--- src/rtl/led_matrix_scan.sv ---
// led_matrix_scan
//   Row scanner for an 8x8 LED matrix. At each frame start it takes a
//   snapshot of the eight row bitmaps. Each row slot is CLK_DIV cycles
//   long: BLANK_CYCLES dark cycles, then the row drive. Outputs that are
//   inactive use the configured polarity.
//
//   Ports
//     clk, rst_n            clock; reset is synchronous and active-low
//     en                    scan enable (0 = idle, display dark)
//     row_1..row_8 [7:0]    row bitmaps; bit j lights column j
//     dim_level [2:0]       brightness (only when MATRIX_DIM_EN is defined)
//     row_sel [7:0]         row strobe (bit k = row k+1)
//     col_drv [7:0]         column data for the selected row
//     scan_idx [2:0]        index of the row being blanked or driven
//     frame_start           1-cycle pulse in the first cycle of row 0
//
//   Optional feature macro: MATRIX_DIM_EN. It adds dim_level, which
//   shortens the column on-time inside DRIVE.
module led_matrix_scan #(
  parameter int CLK_DIV      = 1000,
  parameter int BLANK_CYCLES = 16,
  parameter int ROW_ACT_LOW  = 0,
  parameter int COL_ACT_LOW  = 1
) (
  input  logic       clk,
  input  logic       rst_n,
  input  logic       en,
  input  logic [7:0] row_1,
  input  logic [7:0] row_2,
  input  logic [7:0] row_3,
  input  logic [7:0] row_4,
  input  logic [7:0] row_5,
  input  logic [7:0] row_6,
  input  logic [7:0] row_7,
  input  logic [7:0] row_8,
`ifdef MATRIX_DIM_EN
  input  logic [2:0] dim_level,
`endif
  output logic [7:0] row_sel,
  output logic [7:0] col_drv,
  output logic [2:0] scan_idx,
  output logic       frame_start
);

  localparam int CW = $clog2(CLK_DIV);
  localparam logic [CW-1:0] BLANK_LAST  = CW'(BLANK_CYCLES - 1);
  localparam logic [CW-1:0] DRIVE_FIRST = CW'(BLANK_CYCLES);
  localparam logic [CW-1:0] SLOT_LAST   = CW'(CLK_DIV - 1);
  // Inactive levels. XOR with these applies the polarity to active data.
  localparam logic [7:0] ROW_OFF = (ROW_ACT_LOW != 0) ? 8'hFF : 8'h00;
  localparam logic [7:0] COL_OFF = (COL_ACT_LOW != 0) ? 8'hFF : 8'h00;

  typedef enum logic [1:0] {IDLE, BLANK, DRIVE} state_t;

  state_t          state_q, state_d;
  logic [CW-1:0]   cnt_q, cnt_d;
  logic [2:0]      idx_q, idx_d;
  logic [7:0][7:0] snap_q, snap_d;
  logic [7:0][7:0] rows_in;
  logic [7:0]      row_sel_q, row_sel_d;
  logic [7:0]      col_drv_q, col_drv_d;
  logic            fs_q, fs_d;
  logic            load;       // snapshot capture / frame start on this edge
  logic            col_on;
`ifdef MATRIX_DIM_EN
  logic [2:0]      dim_q, dim_d;
  localparam int unsigned D = CLK_DIV - BLANK_CYCLES;
  logic [31:0]     dim_lim, drv_off;
`endif

  assign rows_in = {row_8, row_7, row_6, row_5, row_4, row_3, row_2, row_1};

  // State register. Reset takes priority over everything else.
  always_ff @(posedge clk) begin
    if (!rst_n) begin
      state_q   <= IDLE;
      cnt_q     <= '0;
      idx_q     <= '0;
      snap_q    <= '0;
      row_sel_q <= ROW_OFF;
      col_drv_q <= COL_OFF;
      fs_q      <= 1'b0;
`ifdef MATRIX_DIM_EN
      dim_q     <= '0;
`endif
    end else begin
      state_q   <= state_d;
      cnt_q     <= cnt_d;
      idx_q     <= idx_d;
      snap_q    <= snap_d;
      row_sel_q <= row_sel_d;
      col_drv_q <= col_drv_d;
      fs_q      <= fs_d;
`ifdef MATRIX_DIM_EN
      dim_q     <= dim_d;
`endif
    end
  end

  // Next-state logic.
  always_comb begin
    state_d = state_q;
    cnt_d   = cnt_q;
    idx_d   = idx_q;
    load    = 1'b0;
    if (!en) begin
      // A later enable restarts the scan from row 0, so no position is kept.
      state_d = IDLE;
      cnt_d   = '0;
      idx_d   = '0;
    end else begin
      case (state_q)
        IDLE: begin
          state_d = BLANK;
          cnt_d   = '0;
          idx_d   = '0;
          load    = 1'b1;
        end
        BLANK: begin
          if (cnt_q == BLANK_LAST) begin
            state_d = DRIVE;
            cnt_d   = DRIVE_FIRST;
          end else begin
            cnt_d = cnt_q + 1'b1;
          end
        end
        DRIVE: begin
          if (cnt_q == SLOT_LAST) begin
            state_d = BLANK;
            cnt_d   = '0;
            idx_d   = idx_q + 3'd1;   // 7 wraps to 0
            load    = (idx_q == 3'd7);
          end else begin
            cnt_d = cnt_q + 1'b1;
          end
        end
        default: begin
          state_d = IDLE;
          cnt_d   = '0;
          idx_d   = '0;
        end
      endcase
    end
    snap_d = load ? rows_in : snap_q;
`ifdef MATRIX_DIM_EN
    dim_d  = load ? dim_level : dim_q;
`endif
  end

  // Output logic. Outputs are computed from the next state, so the
  // registered outputs stay aligned with the registered state.
  always_comb begin
    row_sel_d = ROW_OFF;
    col_drv_d = COL_OFF;
    fs_d      = load;
    col_on    = 1'b1;
`ifdef MATRIX_DIM_EN
    // The columns are lit for the first (D*(dim+1))/8 cycles of DRIVE.
    dim_lim = (32'(D) * (32'(dim_d) + 32'd1)) / 32'd8;
    drv_off = 32'(cnt_d) - 32'(BLANK_CYCLES);
    col_on  = (drv_off < dim_lim);
`endif
    if (state_d == DRIVE) begin
      row_sel_d = (8'd1 << idx_d) ^ ROW_OFF;
      if (col_on) col_drv_d = snap_d[idx_d] ^ COL_OFF;
    end
  end

  assign row_sel     = row_sel_q;
  assign col_drv     = col_drv_q;
  assign scan_idx    = idx_q;
  assign frame_start = fs_q;

endmodule
--- config.mk ---
export PLATFORM = sky130hd
export DESIGN_NAME = led_matrix_scan
export DESIGN_NICKNAME = d
export VERILOG_FILES = /design/src/rtl/led_matrix_scan.sv
export SDC_FILE = /design/constraint.sdc
export NUM_CORES = 1
export LEC_CHECK = 0
export CAP_MARGIN = 15
export CORE_MARGIN = 1
export CORE_UTILIZATION = 39
export DETAILED_ROUTE_END_ITERATION = 16
export PLACE_DENSITY = 0.68
export SETUP_SLACK_MARGIN = 0.4
export SYNTH_ARGS = -nofsm -noshare
export SYNTH_HDL_FRONTEND = slang
export SYNTH_SLANG_ARGS = --single-unit
--- constraint.sdc ---
create_clock -name clk -period 2.4 [get_ports clk]
set_clock_uncertainty 0.1 [all_clocks]
set_input_delay 0.6 -clock clk [delete_from_list [all_inputs] [get_ports clk]]
set_output_delay 0.6 -clock clk [all_outputs]
set_load 0.05 [all_outputs]
# Word level (Yosys, flattened, before mapping)

Index checks and enable logic that the tools add are counted.

Add/subtract/negate cells: 2
Multipliers: 0
Divide/modulo/power cells: 0
$lt $le $gt $ge: 1
Eq/ne operators: 6
Shift-type cells: 1
Muxes and demuxes: 16
Bitwise gates (word level): 1
Reduce and logical (&&, ||, !) cells: 3

Operators by type and width:

| cell                    | number |
|---|---|
| $mux W64                | 1 |
| $bmux W8 S3             | 1 |
| $mux W10                | 2 |
| $pmux W10 S2            | 1 |
| $add A10 B1 Y10 const B | 1 |
| $eq A10 B10 Y1 const B  | 1 |
| $eq A10 B4 Y1 const B   | 1 |
| $mux W8                 | 1 |
| $not A8 Y8              | 1 |
| $shl A1 B3 Y8 const A   | 1 |
| $mux W2                 | 3 |
| $mux W3                 | 2 |
| $pmux W2 S3             | 1 |
| $pmux W3 S2             | 1 |
| $eq A2 B2 Y1 const B    | 2 |
| $lt A3 B4 Y1 const B    | 1 |
| $reduce_and A2 Y1       | 2 |
| $add A3 B1 Y3 const B   | 1 |
| $eq A3 B3 Y1 const B    | 1 |
| $eq A2 B1 Y1 const B    | 1 |
| $logic_not A2 Y1        | 1 |
| $mux W1                 | 2 |
| $pmux W1 S2             | 1 |

Bits in registers: 96
Bits in latches: 0
RAM bits: 0
Bits in read-only memories: 0
Input bits: 67
Memories kept: 0

# Logic depth before layout (Yosys ltp)

Depth in word-level cells: 8
Mapped depth: 11
Depth with buffers taken out: 9

# Worst setup path before layout

Ideal clock, no wire load.

Path kind: register to register
Start: register idx_q[0], in the netlist scan_idx[0]
End: register col_drv_q[2], in the netlist col_drv[2]
Setup time: 0.122 ns
Data arrival time: 2.349 ns
Required time: 2.178 ns
Slack: -0.171 ns
Stages on the path, launching flop included: 11
Period minus slack after synthesis: 2.571 ns
Path through: dfxtp_1 > ha_1 > ha_1 > nand3_1 > o21a_1 > buf_2 > buf_1 > nand2_1 > a21oi_1 > nor2_1 > o311a_1

Word-level cells in the longest chain between the ends: 8
Elaborated cells between the ends (all ways): 12
Those cells by class: add/sub (1); eq/ne (1); mux (9); bitwise (1)

RTL lines:

| what                                                  | RTL line | source |
|---|---|---|
| start: declaration                                    | 57       | `logic [2:0] idx_q, idx_d;` |
| start signal: assignment                              | 89       | `idx_q <= idx_d;` |
| branches (longest 5 deep; another with $add A3 B1 Y3) | n/a      |  |
| $bmux W8 S3 *                                         | 165      | `if (col_on) col_drv_d = snap_d[idx_d] ^ COL_OFF;` |
| $mux W8 (not written as such) *                       | 165      |  |
| $not A8 Y8 (no line) *                                | n/a      |  |
| end signal: assignment                                | 92       | `col_drv_q <= col_drv_d;` |
| end: declaration                                      | 61       | `logic [7:0] col_drv_q, col_drv_d;` |

Every way passes the cells marked *. The select of a mux whose other input is x is not followed.
A chain may end at the register's enable or synchronous reset.

# Worst setup path in the final report

Start: register cnt_q[4]
End: register col_drv_q[3], in the netlist col_drv[3]

Word-level cells in the longest chain between the ends: 8
Elaborated cells between the ends (all ways): 18
Those cells by class: eq/ne (3); mux (13); bitwise (1); reduce/logical (1)

RTL lines:

| what                          | RTL line | source |
|---|---|---|
| start: declaration            | 56       | `logic [CW-1:0] cnt_q, cnt_d;` |
| start signal: assignment      | 88       | `cnt_q <= cnt_d;` |
| $eq A10 B10 Y1                | 128      | `if (cnt_q == SLOT_LAST) begin` |
| $mux W1                       | 128      |  |
| $pmux W1 S2                   | 112      | `case (state_q)` |
| $mux W1                       | 106      | `if (!en) begin` |
| $mux W64                      | 144      | `snap_d = load ? rows_in : snap_q;` |
| $bmux W8 S3                   | 165      |  |
| $mux W8 (not written as such) | 165      |  |
| $not A8 Y8 (no line)          | n/a      |  |

Several ways; a longest one is shown, not always the timed one. The select of a mux whose other input is x is not followed.

==> results.txt <==
The clock net in this run drives a total of 96 sinks. The critical path goes through or4_4 -> nor4_4 -> o21ai_2 -> a2111o_1 -> buf_4 -> nor3_4 -> buf_6 -> o21ai_0 -> and3_1. The final worst setup slack came out at -398 ps. Of the total power, the share spent switching nets is 0.290. For the pin with the worst max-slew slack, the measured transition is around 570 ps. The max-capacitance violation count came out at 0.

The register clock-pin slew on the reported worst setup and hold paths is 100 ps. Of the total power, the clock network draws 0.288. The area overhead of the layout relative to synthesis came out at 76.9%. The antenna diode count is 0. The count of nets left with antenna violations once routing finished came out at 0.

The number of buffers added by the clock tree synthesis step is 9. The post-placement setup slack is -422 ps. The cell sitting at the root of the clock tree is a clkbuf_8. The number of setup violations in the final report came out at 8.

TritonCTS built the clock tree. The register bit total from synthesis came out at between 90 and 100. The core region is around 10000 um^2. Based on the critical path, the design can be clocked at up to ~360 MHz. The worst setup path is of the reg2reg kind. The overall fraction of global-route tracks in use is 0.245. The total nets after synthesis is between 600 and 700. After the first detailed-routing iteration, the DRC count stood at roughly 440. The number of enable flip-flop cells after synthesis came out at 0. The initial utilization of the core area, before any placement, comes to 0.406. The half-perimeter wire length of the detailed placement result is approximately 8.9 mm.

The count of hold buffers inserted by post-cts repair came out at 0. The count of different cell masters after synthesis came out at 49. Setup repair after global routing could not meet its margin everywhere. The final design instance area without fill is 7490 um^2. The summed negative setup slack over all endpoints came out at -2750 ps.

In the final layout, the share of cells above drive strength 1 is 0.416. The worst-case vdd ir drop is 0.357 mV. The delay of the slowest critical-path stage is around 540 ps. The detailed-route via count is ~5000. In this run the vertical extent of the chip is about 110 um. For this run, the detailed router's first-pass iteration total came to 5.

The number of standard cells in the layout, taps in and fillers out came out at around 860. The most critical setup path has its startpoint at cnt_q[4]. In the routed layout, each cell is associated on average with a via count of roughly 5.7. Of the total power, combinational logic draws 0.221. The cell internal power dissipation came out at 2.45 mW. The total wire length after detailed routing came out at 16.4 mm.

STA classifies the critical path startpoint as a register. Dividing the final minimum period by the clock period gives 1.17. The via count of the first global-routing pass came out at approximately 4300.

The power density over the cells came out at 461 nW/um^2. Each instance of the synthesized netlist takes up on average ~8.0 um^2. The pin count of the biggest net entering global routing came out at 39. The routability congestion estimate came out at between 0.8 and 0.9.

The number of nets in the layout is approximately 800. The total die area came out at roughly 11000 um^2. The most critical setup path has its endpoint at col_drv[3]. The library cell used most frequently in the layout, excluding fill and tap cells, is dfxtp_1. The share of the Yosys chip area taken by registers is 0.454. The reg-to-reg critical path startpoint is cnt_q[4]. The number of top-level pins is 87. The portion of total power attributed to sequential cells came out at 0.491. The total leakage power is roughly 3.1 nW. The floorplan has 37 rows.

In the routed design, unresolved DRC markers number 0. The count of placed standard cells including taps is just under 800. In the layout the commonest cells are dfxtp_1 (90), nand2_1 (88), buf_4 (69). CTS built an H-tree with a depth of 3. The setup slack of the most critical reg-to-reg path came out at -400 ps.

At the worst endpoint, the arrival time is approximately 3000 ps. The die boundary width came out at between 100 and 150 um. After global routing the overflow that remains totals 0. The number of buffers on the longest clock path came out at 2. The share of async-settable or async-resettable flops after synthesis came out at 0.

The slowest stage of the critical path is the or4_4 cell. The checks that failed: setup timing. At the later pin of the worst-skew pair, clock insertion delay measures ~370 ps.

The run finished, with violations left. The number of antenna violations at the first check in global routing is 0. The cell area after synthesis is roughly 4200 um^2.

The max-slew violation total from the final report came out at 0. The startpoint identified for the worst hold timing path is snap_q[2]. The required time of the critical path came out at approximately 2600 ps. The number of I/O port buffers came out at 86. The total power draw came out at approximately 3.5 mW. The relative max-transition margin is 0.621. The placement-stage cell area is around 5800 um^2. The count of final hold-check violations came out at 0. The minimum period implied by the final worst setup slack came out at between 2000 and 3000 ps.

Of all nets on the critical path, the largest fanout is 7. Summed over all nets, the switching power comes to 1.00 mW. Dividing the detail-routed wire length by the instance count gives around 19 um. The synthesized instance count came out at between 500 and 600. The worst setup path is captured at a register. The worst register-to-register path has a depth of 9. The primary flip-flop cell chosen by synthesis mapping is dfxtp_1.

In this run the critical register-to-register path is captured at col_drv[3]. The class of the tightest hold or removal check is reg2reg. The number of warnings issued by yosys came out at 0.

The first-pass GRT wire length is around 21 mm.
==> cell type report <==
| class | count | area (um^2) |
|---|---|---|
| Sequential cell | 96 | 1930 |
| Tap cell | 136 | 170 |
| Inverter | 7 | 26.3 |
| Multi-Input combinational cell | 397 | 2960 |
| Fill cell | 696 | 2930 |
| Timing Repair Buffer | 210 | 2230 |
| Clock buffer | 11 | 131 |
| Clock inverter | 5 | 42.5 |
==> sequential cells by signal, summed over array words and instances (netlist names) <==
| register | flops |
|---|---|
| frame_start | 1 |
| scan_idx | 3 |
| state_q | 2 |
| cnt_q | 10 |
| col_drv | 8 |
| snap_q | 64 |
| row_sel | 8 |
==> repair_timing <==
action,4_1_cts,5_1_grt
setup endpoints to repair,91,90
setup buffers,21,18
resized for setup,77,204
gates cloned,5,8
pin swaps,20,68
==> routing by layer <==
| metal | wire [um] | GRT usage | share of wire |
|---|---|---|---|
| met1 | 6400 | 0.314 | 0.39 |
| met2 | 8080 | 0.402 | 0.49 |
| met5 | 0 | 0 | 0 |
| met3 | 1200 | 0.0405 | 0.073 |
| met4 | 719 | 0.113 | 0.044 |
==> cell usage after synthesis (3+ instances only) <==
cell / count / area share
a21oi_1: 109 / 0.13
xnor2_1: 5 / 0.010
buf_2: 4 / 0.0047
nand2_1: 156 / 0.14
o221ai_1: 5 / 0.010
dfxtp_1: 96 / 0.45
inv_1: 7 / 0.0062
o211ai_1: 3 / 0.0053
and3_1: 6 / 0.0089
clkbuf_1: 21 / 0.019
o311a_1: 3 / 0.0071
nor3_1: 4 / 0.0047
ha_1: 7 / 0.021
a22oi_1: 9 / 0.016
mux2_2: 5 / 0.013
nor2_1: 23 / 0.020
buf_1: 7 / 0.0062
xor2_1: 3 / 0.0062
mux4_2: 5 / 0.027
o21ai_0: 12 / 0.014
nand3_1: 7 / 0.0083
==> critical path, delay by kind of cell, from the launching register on <==
kind                   cells  cell delay, ps
AND/OR/NAND/NOR            4            1170
flip-flops                 1             330
buffers and inverters      2             370
AO/OA/AOI/OAI              3             730
==> power by group through the flow <==
stage	Combinational [mW]	Sequential, mW	Clock (mW)
3_5_place_dp	0.437	1.72	0
3_3_place_gp	0.427	1.71	0
2_1_floorplan	0.202	1.71	0
5_1_grt	0.800	1.70	1.07
4_1_cts	0.527	1.68	0.986
6_report	0.762	1.69	0.995
==> how the worst min path moves through the flow <==
stage	depth (start not counted)	slack (ps)	end
global placement	2	340	snap_q[1]
finish	2	360	snap_q[2]
detailed placement	2	350	snap_q[18]
global route	2	380	snap_q[37]
CTS	2	360	snap_q[26]
floorplan	1	310	cnt_q[0]
==> cells by family after synthesis <==
kind of cell / share of synthesized area
adder cells (fa/ha/maj): 0.0207
AND/OR/NAND/NOR: 0.220
AO/OA/AOI/OAI: 0.211
buffers and inverters: 0.0358
multiplexers: 0.0423
XOR/XNOR: 0.0165
flip-flops: 0.454
==> per-stage QoR <==
step	utilization	hold WS, ps
floorplan	-	313
global placement	0.556	338
detailed placement	0.556	345
CTS	0.614	360
global route	0.719	383
finish	0.719	364
Power figures use the tool's default switching activity.
